==> src/rtl/frame_pkg.sv <==
`default_nettype none
// ============================================================================
// Module   : frame_pkg
// Brief    : Shared display-path types and defaults (state enum, pixel width,
//            blank value, buffer-index legality helper).
// Revision : 1.0 - initial release
// ============================================================================
package frame_pkg;

  typedef enum logic [1:0] {
    WAIT  = 2'd0,
    SHOW  = 2'd1,
    BLANK = 2'd2
  } frame_state_e;

  localparam int                  C_DATA_W    = 8;
  localparam logic [C_DATA_W-1:0] C_BLANK_VAL = '0;

  function automatic logic idx_legal(input int unsigned idx, input int unsigned num_buf);
    return idx < num_buf;
  endfunction

endpackage
`default_nettype wire

==> src/rtl/swap_latch.sv <==
`default_nettype none
// ============================================================================
// Module   : swap_latch
// Brief    : Pending-swap register with acknowledge/error pulses. Optional
//            overwrite counter when FRAME_BUF_SEL_STATS_EN is defined.
// Revision : 1.0 - initial release
// ============================================================================
module swap_latch
  import frame_pkg::*;
#(
  parameter int NUM_BUF = 2,
  parameter int IDX_W   = $clog2(NUM_BUF)
) (
  input  logic             clk,
  input  logic             rst,
  input  logic             i_swap_req,
  input  logic [IDX_W-1:0] i_swap_idx,
  input  logic             i_frame_start,
  output logic             o_pending,
  output logic [IDX_W-1:0] o_pend_idx,
  output logic             o_apply,
  output logic             o_ack,
  output logic             o_err
`ifdef FRAME_BUF_SEL_STATS_EN
  ,
  output logic [7:0]       o_drop_count
`endif
);

  logic             w_take;
  logic             r_pending;
  logic [IDX_W-1:0] r_pend_idx;
  logic             r_ack;
  logic             r_err;

  assign w_take  = i_swap_req && idx_legal(32'(i_swap_idx), NUM_BUF);
  assign o_apply = i_frame_start && r_pending;

  // A request arriving with FrameStart is kept for the next frame, so it
  // wins over the clear caused by applying the previous one.
  always_ff @(posedge clk) begin
    if (rst) begin
      r_pending  <= 1'b0;
      r_pend_idx <= '0;
      r_ack      <= 1'b0;
      r_err      <= 1'b0;
    end else begin
      r_ack <= o_apply;
      r_err <= i_swap_req && !w_take;
      if (w_take) begin
        r_pending  <= 1'b1;
        r_pend_idx <= i_swap_idx;
      end else if (o_apply) begin
        r_pending <= 1'b0;
      end
    end
  end

`ifdef FRAME_BUF_SEL_STATS_EN
  logic [7:0] r_drop_count;

  // Only a true overwrite counts; a request alongside an applying FrameStart
  // replaces nothing that would still have been shown.
  always_ff @(posedge clk) begin
    if (rst) begin
      r_drop_count <= 8'd0;
    end else if (w_take && r_pending && !i_frame_start && (r_drop_count != 8'hFF)) begin
      r_drop_count <= r_drop_count + 8'd1;
    end
  end

  assign o_drop_count = r_drop_count;
`endif

  assign o_pending  = r_pending;
  assign o_pend_idx = r_pend_idx;
  assign o_ack      = r_ack;
  assign o_err      = r_err;

endmodule
`default_nettype wire

==> src/rtl/frame_buf_sel.sv <==
`default_nettype none
// ============================================================================
// Module   : frame_buf_sel
// Brief    : Registered frame-buffer selector; buffer swaps and blanking only
//            change at frame boundaries. FRAME_BUF_SEL_STATS_EN adds counters.
// Revision : 1.0 - initial release
// ============================================================================
module frame_buf_sel
  import frame_pkg::*;
#(
  parameter int                DATA_W    = C_DATA_W,
  parameter int                NUM_BUF   = 2,
  parameter int                IDX_W     = $clog2(NUM_BUF),
  parameter logic [DATA_W-1:0] BLANK_VAL = DATA_W'(C_BLANK_VAL)
) (
  input  logic                      Clk,
  input  logic                      Reset,
  input  logic [NUM_BUF*DATA_W-1:0] BufData,
  input  logic                      FrameStart,
  input  logic                      PixValid,
  input  logic                      SwapReq,
  input  logic [IDX_W-1:0]          SwapIdx,
  input  logic                      BlankReq,
  output logic [DATA_W-1:0]         FrameIn,
  output logic                      FrameValid,
  output logic [IDX_W-1:0]          ActiveIdx,
  output logic                      SwapPending,
  output logic                      SwapAck,
  output logic                      SwapErr
`ifdef FRAME_BUF_SEL_STATS_EN
  ,
  output logic [15:0]               FrameCount,
  output logic [7:0]                DropCount
`endif
);

  frame_state_e      r_state;
  frame_state_e      w_next_state;
  logic [IDX_W-1:0]  r_active_idx;
  logic [IDX_W-1:0]  w_next_idx;
  logic [IDX_W-1:0]  w_pend_idx;
  logic              w_pending;
  logic              w_apply;
  logic [DATA_W-1:0] w_buf [NUM_BUF];
  logic [DATA_W-1:0] w_pix;
  logic [DATA_W-1:0] r_frame_in;
  logic              r_frame_valid;

  genvar gi;
  generate
    for (gi = 0; gi < NUM_BUF; gi++) begin : g_unpack
      assign w_buf[gi] = BufData[gi*DATA_W +: DATA_W];
    end
  endgenerate

  swap_latch #(
    .NUM_BUF (NUM_BUF),
    .IDX_W   (IDX_W)
  ) u_swap_latch (
    .clk           (Clk),
    .rst           (Reset),
    .i_swap_req    (SwapReq),
    .i_swap_idx    (SwapIdx),
    .i_frame_start (FrameStart),
    .o_pending     (w_pending),
    .o_pend_idx    (w_pend_idx),
    .o_apply       (w_apply),
    .o_ack         (SwapAck),
    .o_err         (SwapErr)
`ifdef FRAME_BUF_SEL_STATS_EN
    ,
    .o_drop_count  (DropCount)
`endif
  );

  always_ff @(posedge Clk) begin
    if (Reset) begin
      r_state <= WAIT;
    end else begin
      r_state <= w_next_state;
    end
  end

  // The pixel sampled with FrameStart already belongs to the new frame, so
  // it is selected using the post-boundary state and buffer index.
  always_comb begin
    w_next_state = r_state;
    w_next_idx   = w_apply ? w_pend_idx : r_active_idx;
    w_pix        = BLANK_VAL;
    if (FrameStart) begin
      w_next_state = BlankReq ? BLANK : SHOW;
    end
    if ((w_next_state == SHOW) && PixValid) begin
      w_pix = w_buf[w_next_idx];
    end
  end

  always_ff @(posedge Clk) begin
    if (Reset) begin
      r_active_idx  <= '0;
      r_frame_in    <= BLANK_VAL;
      r_frame_valid <= 1'b0;
    end else begin
      r_active_idx  <= w_next_idx;
      r_frame_in    <= w_pix;
      r_frame_valid <= PixValid;
    end
  end

`ifdef FRAME_BUF_SEL_STATS_EN
  logic [15:0] r_frame_count;

  always_ff @(posedge Clk) begin
    if (Reset) begin
      r_frame_count <= 16'd0;
    end else if (FrameStart) begin
      r_frame_count <= r_frame_count + 16'd1;
    end
  end

  assign FrameCount = r_frame_count;
`endif

  assign FrameIn     = r_frame_in;
  assign FrameValid  = r_frame_valid;
  assign ActiveIdx   = r_active_idx;
  assign SwapPending = w_pending;

endmodule
`default_nettype wire
==> config.mk <==
export PLATFORM = sky130hd
export DESIGN_NAME = frame_buf_sel
export DESIGN_NICKNAME = d
export VERILOG_FILES = /design/src/rtl/frame_pkg.sv /design/src/rtl/swap_latch.sv /design/src/rtl/frame_buf_sel.sv
export SDC_FILE = /design/constraint.sdc
export NUM_CORES = 1
export LEC_CHECK = 0
export BUFFER_PORTS_ARGS = -buffer_cell sky130_fd_sc_hd__buf_2
export CORE_MARGIN = 1.5
export CORE_UTILIZATION = 36
export DETAILED_ROUTE_END_ITERATION = 12
export GPL_ROUTABILITY_DRIVEN = 0
export PLACE_DENSITY_LB_ADDON = 0.15
export SYNTH_ARGS = -nofsm -noshare
export SYNTH_HDL_FRONTEND = slang
export SYNTH_SLANG_ARGS = --single-unit
==> constraint.sdc <==
create_clock -name Clk -period 0.94 [get_ports Clk]
set_clock_uncertainty 0.05 [all_clocks]
set_input_delay 0.047 -clock Clk [delete_from_list [all_inputs] [get_ports Clk]]
set_output_delay 0.047 -clock Clk [all_outputs]
set_load 0.03 [all_outputs]
==> results of run 1 <==
-- power groups by stage --
| stage | clock network, uW | logic, uW | registers, uW |
|---|---|---|---|
| after floorplan | 0 | 82.2 | 712 |
| after global placement | 0 | 184 | 681 |
| after detailed placement | 0 | 186 | 682 |
| after CTS | 394 | 285 | 670 |
| after global routing | 417 | 336 | 675 |
| final | 383 | 314 | 672 |
-- cell families (layout without fill, tap and decap cells) --
logic type | after synthesis | in the layout | synth area share [%]
AOI/OAI and AO/OA | 22 | 22 | 22.0
buffers and inverters | 5 | 67 | 6.55
DFF | 15 | 15 | 50.7
muxes | 2 | 2 | 3.38
other | 1 | 1 | 0.634
and+or+nand+nor | 19 | 20 | 16.7
-- cells in the mapped netlist --
master    instances
o21ai_1           8
a21bo_1           1
o21ai_2           1
buf_6             2
o21ba_2           1
buf_2             1
conb_1            1
nor2b_1           2
nor2b_2           1
a21boi_2          1
nand3_1           9
dfxtp_1          15
mux2i_1           2
buf_4             1
nand2_1           1
and3_1            1
nor3b_1           1
inv_1             1
nor2_1            4
a21oi_1          10
-- per-stage QoR --
stage / setup TNS (ns) / utilization (%)
after detailed placement: -0.564 / 55.8
after global routing: -1.09 / 82.8
after CTS: -0.518 / 77.6
final: -0.685 / 82.8
after floorplan: -0.614 / -
after global placement: -0.601 / 55.8
-- layer usage --
metal | global-route usage (%) | up-vias | share of wire (%)
met5 | 0 | - | 0
met3 | 3.33 | 5 | 5.4
met4 | 15.2 | 0 | 2.4
li1 | - | 353 | -
met1 | 22.5 | 320 | 40
met2 | 35.9 | 28 | 52
-- registers in the layout, summed over array words and instances, names as in the netlist --
name / count
u_swap_latch.o_ack: 1
FrameValid: 1
u_swap_latch.o_pend_idx: 1
ActiveIdx: 1
u_swap_latch.o_pending: 1
r_state: 2
FrameIn: 8
-- critical path: stages, from the launching register on --
cell and delay (ns):
dfxtp_2 0.33, nor3b_4 0.15, o21ai_4 0.30, a21oi_1 0.07
-- what timing repair did --
action,CTS,global route
endpoints found under the hold margin,14,0
resized for setup,12,18
hold buffers,22,0
pin swaps,10,6
buffers inserted,3,1
setup endpoints to repair,10,12
gates cloned,1,0
-- area by class of cell --
cell class | count | area (um^2)
repair buffers | 62 | 480
multi-input cells | 45 | 417
flip-flops and latches | 15 | 314
fillers | 94 | 262
clock buffers | 3 | 22.5
well taps | 16 | 20.0
clock inverters | 1 | 5.00
inverters | 1 | 3.75
-- how the worst max path moves through the flow --
| stage | start | endpoint |
|---|---|---|
| 2_1_floorplan | ActiveIdx | FrameIn[0] |
| 3_3_place_gp | ActiveIdx | FrameIn[6] |
| 3_5_place_dp | ActiveIdx | FrameIn[5] |
| 4_1_cts | u_swap_latch.o_pending | SwapPending |
| 5_1_grt | r_state[0] | FrameIn[1] |
| 6_report | r_state[0] | FrameIn[4] |
==> impl_metrics.csv, run 1 <==
group,metric,value,unit
worst_setup_path,crit_type,"flip-flop to flip-flop",
timing,hold_viol,0,
placed_design,place_hpwl,972,um
clock_network,cts_sinks,15,
clock_network,cts_tree,"yes",
floorplanning,num_io_pins,36,
global_route,grt_max_degree,12,
global_route,grt_pass1_vias,712,
routing,viasPerCell,4.94,
global_route,grt.total_usage,20.8,%
finish,design_area,1260,um^2
finish,layoutNonFillerInstCount,143,
timing,fmax,966,MHz
power,combPwrFrac,22.9,%
synth,synth_nets,87,
synth,synth_top_cell_area_share,50.7,%
worst_hold_path,min_path_type,"primary input to flip-flop",
worst_hold_path,whs_endpoint,"r_state[0]",
worst_setup_path,worstReg2RegEnd,"FrameIn[4]",
floorplanning,fp-row-count,14,
synth,ys.warnings.count,0,
worst_hold_path,min_from,"BlankReq",
routing,first_pass_iters,5,
power,intPower,985,uW
placed_design,io_buffers,34,
clock_network,cts_buffers,3,
synth,syn_avg_cell_area,9.25,um^2
worst_setup_path,path_max_fanout,8,
routing,drc,0,
clock_network,htree_levels,1,
global_route,grt_pass1_wl,2880,um
clock_network,cts_root_buf,"clkbuf_4",
run_status,outcome,"finished, violations left",
worst_setup_path,end_kind,"flip-flop",
clock_network,clk_latency,0.30,ns
power,swShare,28.1,%
worst_setup_path,critPathArrivalTime,1.15,ns
finish,final_cell_mix,"buf_2 (32), dlygate4sd3_1 (22), dfxtp_1 (10)",
power,power.switching,385,uW
finish,drive_above_1_share,62.2,%
synth,synth-seq-area-share,50.7,%
timing,period_needed,1.04,ns
synth,yosys.cell_types.count,20,
clock_network,cts_buffer_depth,2,
global_route,globalRouteOverflowTotal,0,
floorplanning,die-area,1900,um^2
worst_setup_path,reg2regPathDepth,3,
worst_setup_path,required,1.06,ns
timing,hold_slack,0.0637,ns
global_route,antenna_found_initial,0,
placed_design,dpl_worst_slack,-0.0793,ns
floorplanning,coreArea,1520,um^2
routing,totalWireLength,1910,um
finish,fin_nets,151,
finish,antennaDiodeCount,0,
run_status,violations,"setup timing",
worst_hold_path,holdPathStages,3,
placed_design,dp_cells,113,
routing,num_vias,706,
floorplanning,initial_core_util,38.8,%
floorplanning,die-width,43.5,um
routing,ant_nets,0,
flow_run,drv_cap,0,
timing,setup_violations,9,
worst_setup_path,start_kind,"flip-flop",
finish,synthToLayoutAreaGrowth,113,%
timing,setup_slack,-0.0957,ns
power,pwr-share-clk,28.0,%
worst_setup_path,r2r_setup_slack,-0.1,ns
synth,synthTopCellsByArea,"dfxtp_1 (51%), a21oi_1 (8.5%), nand3_1 (7.6%)",
power,p_leak,0.000570,uW
power,power,1370,uW
synth,synth-seq-cells,15,
power,vdd_drop_max,0.000881,V
placed_design,placed_cell_area,851,um^2
power,powerDensity,1080,nW/um^2
synth,netlist_instances,64,
routing,drt_iter0_markers,7,
timing,rsz0062_at_grt,"yes",
worst_setup_path,r2r_start,"r_state[0]",
synth,syn_area,592,um^2
timing,fin_crit_sh,110,%
clock_network,path_clk_slew,0.10,ns
floorplanning,die_h,43.5,um
power,pwr-share-seq,49.1,%
timing,final_max_slew_viol_count,0,
routing,wl_per_cell,13.3,um
synth,synth_top_cell_by_area,"dfxtp_1",
finish,final_common_cell,"buf_2",
No activity file was read; power rests on OpenSTA's default activity.
==> run 2, diff against run 1 <==
--- a/config.mk
+++ b/config.mk
@@ -7,7 +7,7 @@
 export LEC_CHECK = 0
 export BUFFER_PORTS_ARGS = -buffer_cell sky130_fd_sc_hd__buf_2
 export CORE_MARGIN = 1.5
-export CORE_UTILIZATION = 36
+export CORE_UTILIZATION = 43
 export DETAILED_ROUTE_END_ITERATION = 12
 export GPL_ROUTABILITY_DRIVEN = 0
 export PLACE_DENSITY_LB_ADDON = 0.15
==> constraint.sdc (replaced) <==
create_clock -name Clk -period 1.2 [get_ports Clk]
set_clock_uncertainty 0.05 [all_clocks]
set_input_delay 0.06 -clock Clk [delete_from_list [all_inputs] [get_ports Clk]]
set_output_delay 0.06 -clock Clk [all_outputs]
set_load 0.03 [all_outputs]
==> run 2 against run 1 <==
The run now ends clean. Sequential power decreased by 22%. Flip-flop and latch count unchanged. Global-route usage shrank 0.50 points. Cell count fell by 8.4%. Non-clock buffer count shrank 10. Largest cell class unchanged. Worst hold slack worse by 0.058 ns. Combinational power down 45%.
==> impl_metrics.csv, run 2 (synthesis gave the netlist of run 1 again) <==
group,metric,value,unit
run_status,outcome,"complete, no violations",
timing,rsz0062_at_grt,"no",
flow_run,drv_cap,0,
floorplanning,initial_core_util,46.1,%
finish,fin_nets,140,
clock_network,cts_buffer_depth,2,
clock_network,htree_levels,1,
finish,largest_reg_flops,8,
routing,drc,0,
floorplanning,fp-row-count,13,
clock_network,cts_tree,"yes",
worst_setup_path,path_max_fanout,9,
finish,final_util,74.7,%
global_route,antenna_found_initial,0,
routing,num_vias,627,
worst_setup_path,start_kind,"flip-flop",
routing,wl_per_cell,11.4,um
clock_network,cts_sinks,15,
worst_setup_path,crit_slowest_cell,"dfxtp_2",
placed_design,io_buffers,34,
global_route,grt_pass1_vias,529,
power,combPwrFrac,17.7,%
finish,multiInputGateArea,259,um^2
clock_network,clk_latency,0.27,ns
worst_setup_path,cp_num_buf_inv,0,
routing,ant_nets,0,
power,swShare,24.3,%
worst_hold_path,min_path_type,"primary input to flip-flop",
timing,fin_crit_sh,90.3,%
floorplanning,coreArea,1280,um^2
timing,final_max_slew_viol_count,0,
finish,synthToLayoutAreaGrowth,62.2,%
worst_setup_path,crit_chain,"a21bo_1 > nand3_1 > a21oi_1",
power,p_leak,0.000466,uW
global_route,grt.total_usage,20.3,%
clock_network,cts_root_buf,"clkbuf_4",
finish,drive_above_1_share,37.9,%
power,powerDensity,1010,nW/um^2
worst_setup_path,critPathMaxStageDelay,0.40,ns
timing,setup_violations,0,
timing,hold_viol,0,
finish,antennaDiodeCount,0,
routing,first_pass_iters,3,
worst_setup_path,end_kind,"flip-flop",
worst_setup_path,critPathArrivalTime,1.24,ns
worst_setup_path,crit_type,"flip-flop to flip-flop",
routing,drt_iter0_markers,1,
finish,layoutNonFillerInstCount,131,
power,pwr-share-clk,28.4,%
global_route,grt_pass1_wl,2100,um
finish,final_common_cell,"buf_2",
timing,tns,0,ns
worst_setup_path,required,1.36,ns
power,pwr-share-seq,53.9,%
routing,totalWireLength,1490,um
finish,fillers,96,
routing,viasPerCell,4.79,
floorplanning,die-width,40.1,um
finish,seq_area,302,um^2
placed_design,place_hpwl,889,um
timing,period_needed,1.08,ns
timing,fmax,923,MHz
floorplanning,num_io_pins,36,
worst_setup_path,cp_top_family,"compound AO/OA/AOI/OAI gates",
global_route,grt_max_degree,11,
power,power.switching,236,uW
finish,final_cell_mix,"buf_2 (34), dlygate4sd3_1 (18), dfxtp_1 (14)",
clock_network,path_clk_slew,0.09,ns
power,vdd_drop_max,0.000631,V
global_route,globalRouteOverflowTotal,0,
floorplanning,die-area,1610,um^2
power,intPower,737,uW
floorplanning,die_h,40.1,um
clock_network,cts_buffers,3,
placed_design,dp_cells,109,
[run 2: layout make-up]
cell class	count	area share, %
well taps	15	1.96
multi-input cells	44	27.0
repair buffers	52	36.5
flip-flops and latches	15	31.4
inverters	1	0.391
clock buffers	4	2.74
[run 2: final timing paths]
check                           slack (ns)  cells past startpoint              startpoint                  to
worst max register to register        0.12                      3  u_swap_latch.o_pending          FrameIn[7]
worst max-delay path                  0.12                      3  u_swap_latch.o_pending          FrameIn[7]
worst min register to register        0.44                      2  u_swap_latch.o_pending  u_swap_latch.o_ack
worst min-delay path                 0.006                      3                BlankReq          r_state[1]
[run 2: power groups by stage]
stage | registers (uW) | clock network [uW] | logic (uW)
after global routing | 528 | 309 | 186
after CTS | 524 | 288 | 170
after global placement | 535 | 0 | 124
after floorplan | 558 | 0 | 54.0
final | 525 | 276 | 172
after detailed placement | 536 | 0 | 125
[run 2: repair_timing]
| item | 4_1_cts | 5_1_grt |
|---|---|---|
| endpoints found under the setup margin | 0 | 2 |
| buffers inserted | 0 | 0 |
| hold buffers | 18 | 0 |
| gates resized for setup | 0 | 2 |
| hold endpoints to repair | 13 | 0 |
[run 2: worst reg2reg max path: stages, from the launching register on]
cell and delay, ns:
dfxtp_2 0.40, a21bo_1 0.31, nand3_1 0.12, a21oi_1 0.14
[run 2: stage by stage]
stage               area (um^2)  power [uW]  hold slack, ns  setup WS, ns
finish                      960         973         0.00565         0.117
global route                960        1020         0.00558        0.0283
CTS                         953         981        0.000314        0.0637
detailed placement          747         660           0.252        0.0732
global placement            747         659           0.245         0.102
floorplan                   593         612          0.0750        0.0147
[run 2: routing by layer]
| metal | vias to the layer above | part of all wire [%] | GRT usage, % |
|---|---|---|---|
| li1 | 325 | - | - |
| met1 | 275 | 41 | 20.9 |
| met2 | 23 | 50 | 35.5 |
| met3 | 4 | 6.9 | 5.56 |
| met4 | 0 | 2.1 | 12.9 |
| met5 | - | 0 | 0 |
==> run 3, diff against run 2 <==
--- a/config.mk
+++ b/config.mk
@@ -7,10 +7,13 @@
 export LEC_CHECK = 0
 export BUFFER_PORTS_ARGS = -buffer_cell sky130_fd_sc_hd__buf_2
 export CORE_MARGIN = 1.5
-export CORE_UTILIZATION = 43
+export CORE_UTILIZATION = 42
+export CTS_BUF_LIST = sky130_fd_sc_hd__clkbuf_8 sky130_fd_sc_hd__clkbuf_16
 export DETAILED_ROUTE_END_ITERATION = 12
 export GPL_ROUTABILITY_DRIVEN = 0
+export MAX_ROUTING_LAYER = met4
 export PLACE_DENSITY_LB_ADDON = 0.15
 export SYNTH_ARGS = -nofsm -noshare
 export SYNTH_HDL_FRONTEND = slang
+export SYNTH_HIERARCHICAL = 1
 export SYNTH_SLANG_ARGS = --single-unit
==> run 3 against run 2 <==
The run now ends with setup timing left. Global-route usage is 3.3 points lower. Critical path type unchanged. Area after synthesis is 5.7% lower. Combinational power is 15% lower. Sequential share of layout area is 4.8 points higher. First-iteration DRC count grew to 11 times the previous value. Maximum frequency is 15% lower. Die area is 3.2% lower. Non-clock buffer count is 13 lower. Sequential power hardly changed. Critical path depth is 2 higher.
==> impl_metrics.csv, run 3 <==
group,metric,value,unit
run_status,outcome,"finished, violations left",
run_status,violations,"setup timing",
synth,yosys.cell_types.count,15,
floorplanning,die_h,39.5,um
synth,synth-seq-cells,15,
finish,final_common_cell,"buf_2",
timing,setup_violations,8,
clock_network,cts_buffers,3,
finish,fin_nets,116,
synth,synth_nets,73,
finish,final_cell_mix,"buf_2 (34), dfxtp_1 (14), nor2_1 (11)",
timing,final_max_slew_viol_count,0,
flow_run,drv_cap,0,
synth,synth_top_cell_by_area,"dfxtp_1",
worst_setup_path,end_kind,"flip-flop",
floorplanning,die-width,39.5,um
clock_network,cts_buffer_depth,2,
worst_hold_path,min_path_type,"primary input to flip-flop",
floorplanning,fp-row-count,12,
finish,drive_above_1_share,51.1,%
synth,synthFlopType,"dfxtp_1",
timing,rsz0062_at_grt,"yes",
synth,syn_avg_cell_area,11.2,um^2
floorplanning,coreArea,1170,um^2
timing,hold_viol,0,
synth,ys.warnings.count,6,
clock_network,path_clk_slew,0.06,ns
floorplanning,die-area,1560,um^2
routing,viasPerCell,4.59,
timing,fmax,781,MHz
worst_setup_path,start_kind,"flip-flop",
synth,synth_top_cell_area_share,53.8,%
synth,synth_common_cells,"dfxtp_1 (15), nor2_1 (11), mux2i_1 (10)",
power,powerDensity,1260,nW/um^2
timing,period_needed,1.28,ns
clock_network,cts_sinks,15,
power,p_leak,0.000473,uW
finish,largest_reg_flops,8,
timing,setup_slack,-0.0809,ns
finish,layoutNonFillerInstCount,106,
global_route,grt_pass1_vias,437,
worst_setup_path,required,1.28,ns
floorplanning,initial_core_util,47.6,%
finish,final_util,71.7,%
clock_network,cts_root_buf,"clkbuf_8",
routing,drt_iter0_markers,11,
routing,drc,0,
global_route,grt_pass1_wl,1680,um
timing,fin_crit_sh,107,%
routing,wl_per_cell,10.3,um
worst_setup_path,r2r_setup_slack,-0.08,ns
global_route,globalRouteOverflowTotal,0,
synth,netlist_instances,50,
placed_design,placed_cell_area,785,um^2
worst_setup_path,critPathArrivalTime,1.36,ns
power,vdd_drop_max,0.000856,V
worst_setup_path,path_max_fanout,9,
synth,synth-async-reset-ratio,0,%
synth,synthTopCellsByArea,"dfxtp_1 (54%), mux2i_1 (18%), nor2_1 (7.4%)",
worst_setup_path,crit_type,"flip-flop to flip-flop",
clock_network,cts_resized,0,
synth,synth_most_common_cell,"dfxtp_1",
placed_design,io_buffers,34,
routing,first_pass_iters,2,
global_route,grt.total_usage,16.9,%
synth,syn_area,558,um^2
floorplanning,num_io_pins,36,
finish,design_area,840,um^2
finish,synthToLayoutAreaGrowth,50.4,%
synth,synth-seq-area-share,53.8,%
routing,num_vias,487,
global_route,grt_max_degree,10,
routing,totalWireLength,1090,um
clock_network,htree_levels,1,
placed_design,dp_cells,101,
global_route,antenna_found_initial,0,
clock_network,clk_latency,0.24,ns
synth,synth_edf_count,0,
routing,ant_nets,0,
placed_design,place_hpwl,885,um
clock_network,cts_tree,"yes",
finish,antennaDiodeCount,0,
## run 3: changes by cell type in the layout (fill, tap and decap cells not counted), sizes merged, moves of 4 or more
| cell | change |
|---|---|
| dlygate4sd3 | -17 |
| a21oi | -9 |
| mux2i | +9 |
| nand3 | -9 |
| o21ai | -8 |
| nor2 | +7 |
| buf | +4 |
## run 3: worst max-delay path, cell delays in order, from the launching register on
cell and delay, ns:
dfxtp_4 0.34, and2_4 0.15, mux2i_4 0.24, buf_12 0.15
mux2i_1 0.19, nor2_1 0.05
## run 3: cells by family (layout without fill, tap and decap cells)
family,count (synthesis),after routing,share of synthesized area [%]
flops,15,15,53.8
simple gates,18,18,17.3
mux,11,11,22.0
compound gates,3,3,4.26
buf+inv,2,44,2.02
other cells,1,1,0.672
## run 3: area by class of cell
class	instances	area, um^2
Multi-Input combinational cell	33	246
Clock inverter	1	3.75
Timing Repair Buffer	39	223
Clock buffer	3	41.3
Fill cell	84	332
Inverter	1	3.75
Sequential cell	15	304
Tap cell	14	17.5
## run 3: worst paths after layout
check                to                   start  depth (start not counted)
max          FrameIn[7]  u_swap_latch/o_pending                          5
min          FrameIn[3]              BufData[3]                          3
max reg2reg  FrameIn[7]  u_swap_latch/o_pending                          5
min reg2reg  r_state[1]              r_state[1]                          2
## run 3: timing repair
action | in CTS | in global routing
hold buffers | 1 | 0
endpoints found under the setup margin | 8 | 8
endpoints found under the hold margin | 1 | 0
setup buffers | 0 | 0
## run 3: stage by stage
| stage | power (uW) | TNS, ns | setup WS [ns] | hold slack, ns |
|---|---|---|---|---|
| 6_report | 1060 | -0.551 | -0.0809 | 0.00341 |
| 5_1_grt | 1090 | -1.07 | -0.157 | 0.0169 |
| 4_1_cts | 1060 | -0.616 | -0.0833 | 0.00479 |
| 3_5_place_dp | 678 | -0.542 | -0.0743 | 0.245 |
| 3_3_place_gp | 676 | -0.376 | -0.0637 | 0.237 |
| 2_1_floorplan | 610 | -1.51 | -0.188 | 0.0633 |
## run 3: where the power goes
part           switching, uW  internal, uW
Clock                    162           226
Combinational           72.6          74.4
Sequential              7.14           515
## run 3: per-layer routing
layer  GRT usage [%]  up-vias  share of wire (%)  routed length [um]
met4            7.76        0                  0                   0
met5               -        -                  0                   0
met3            3.41        0                5.8                  63
met2            29.9       16                 56                 612
met1            17.8      223                 38                 418
li1                -      248                  -                   -
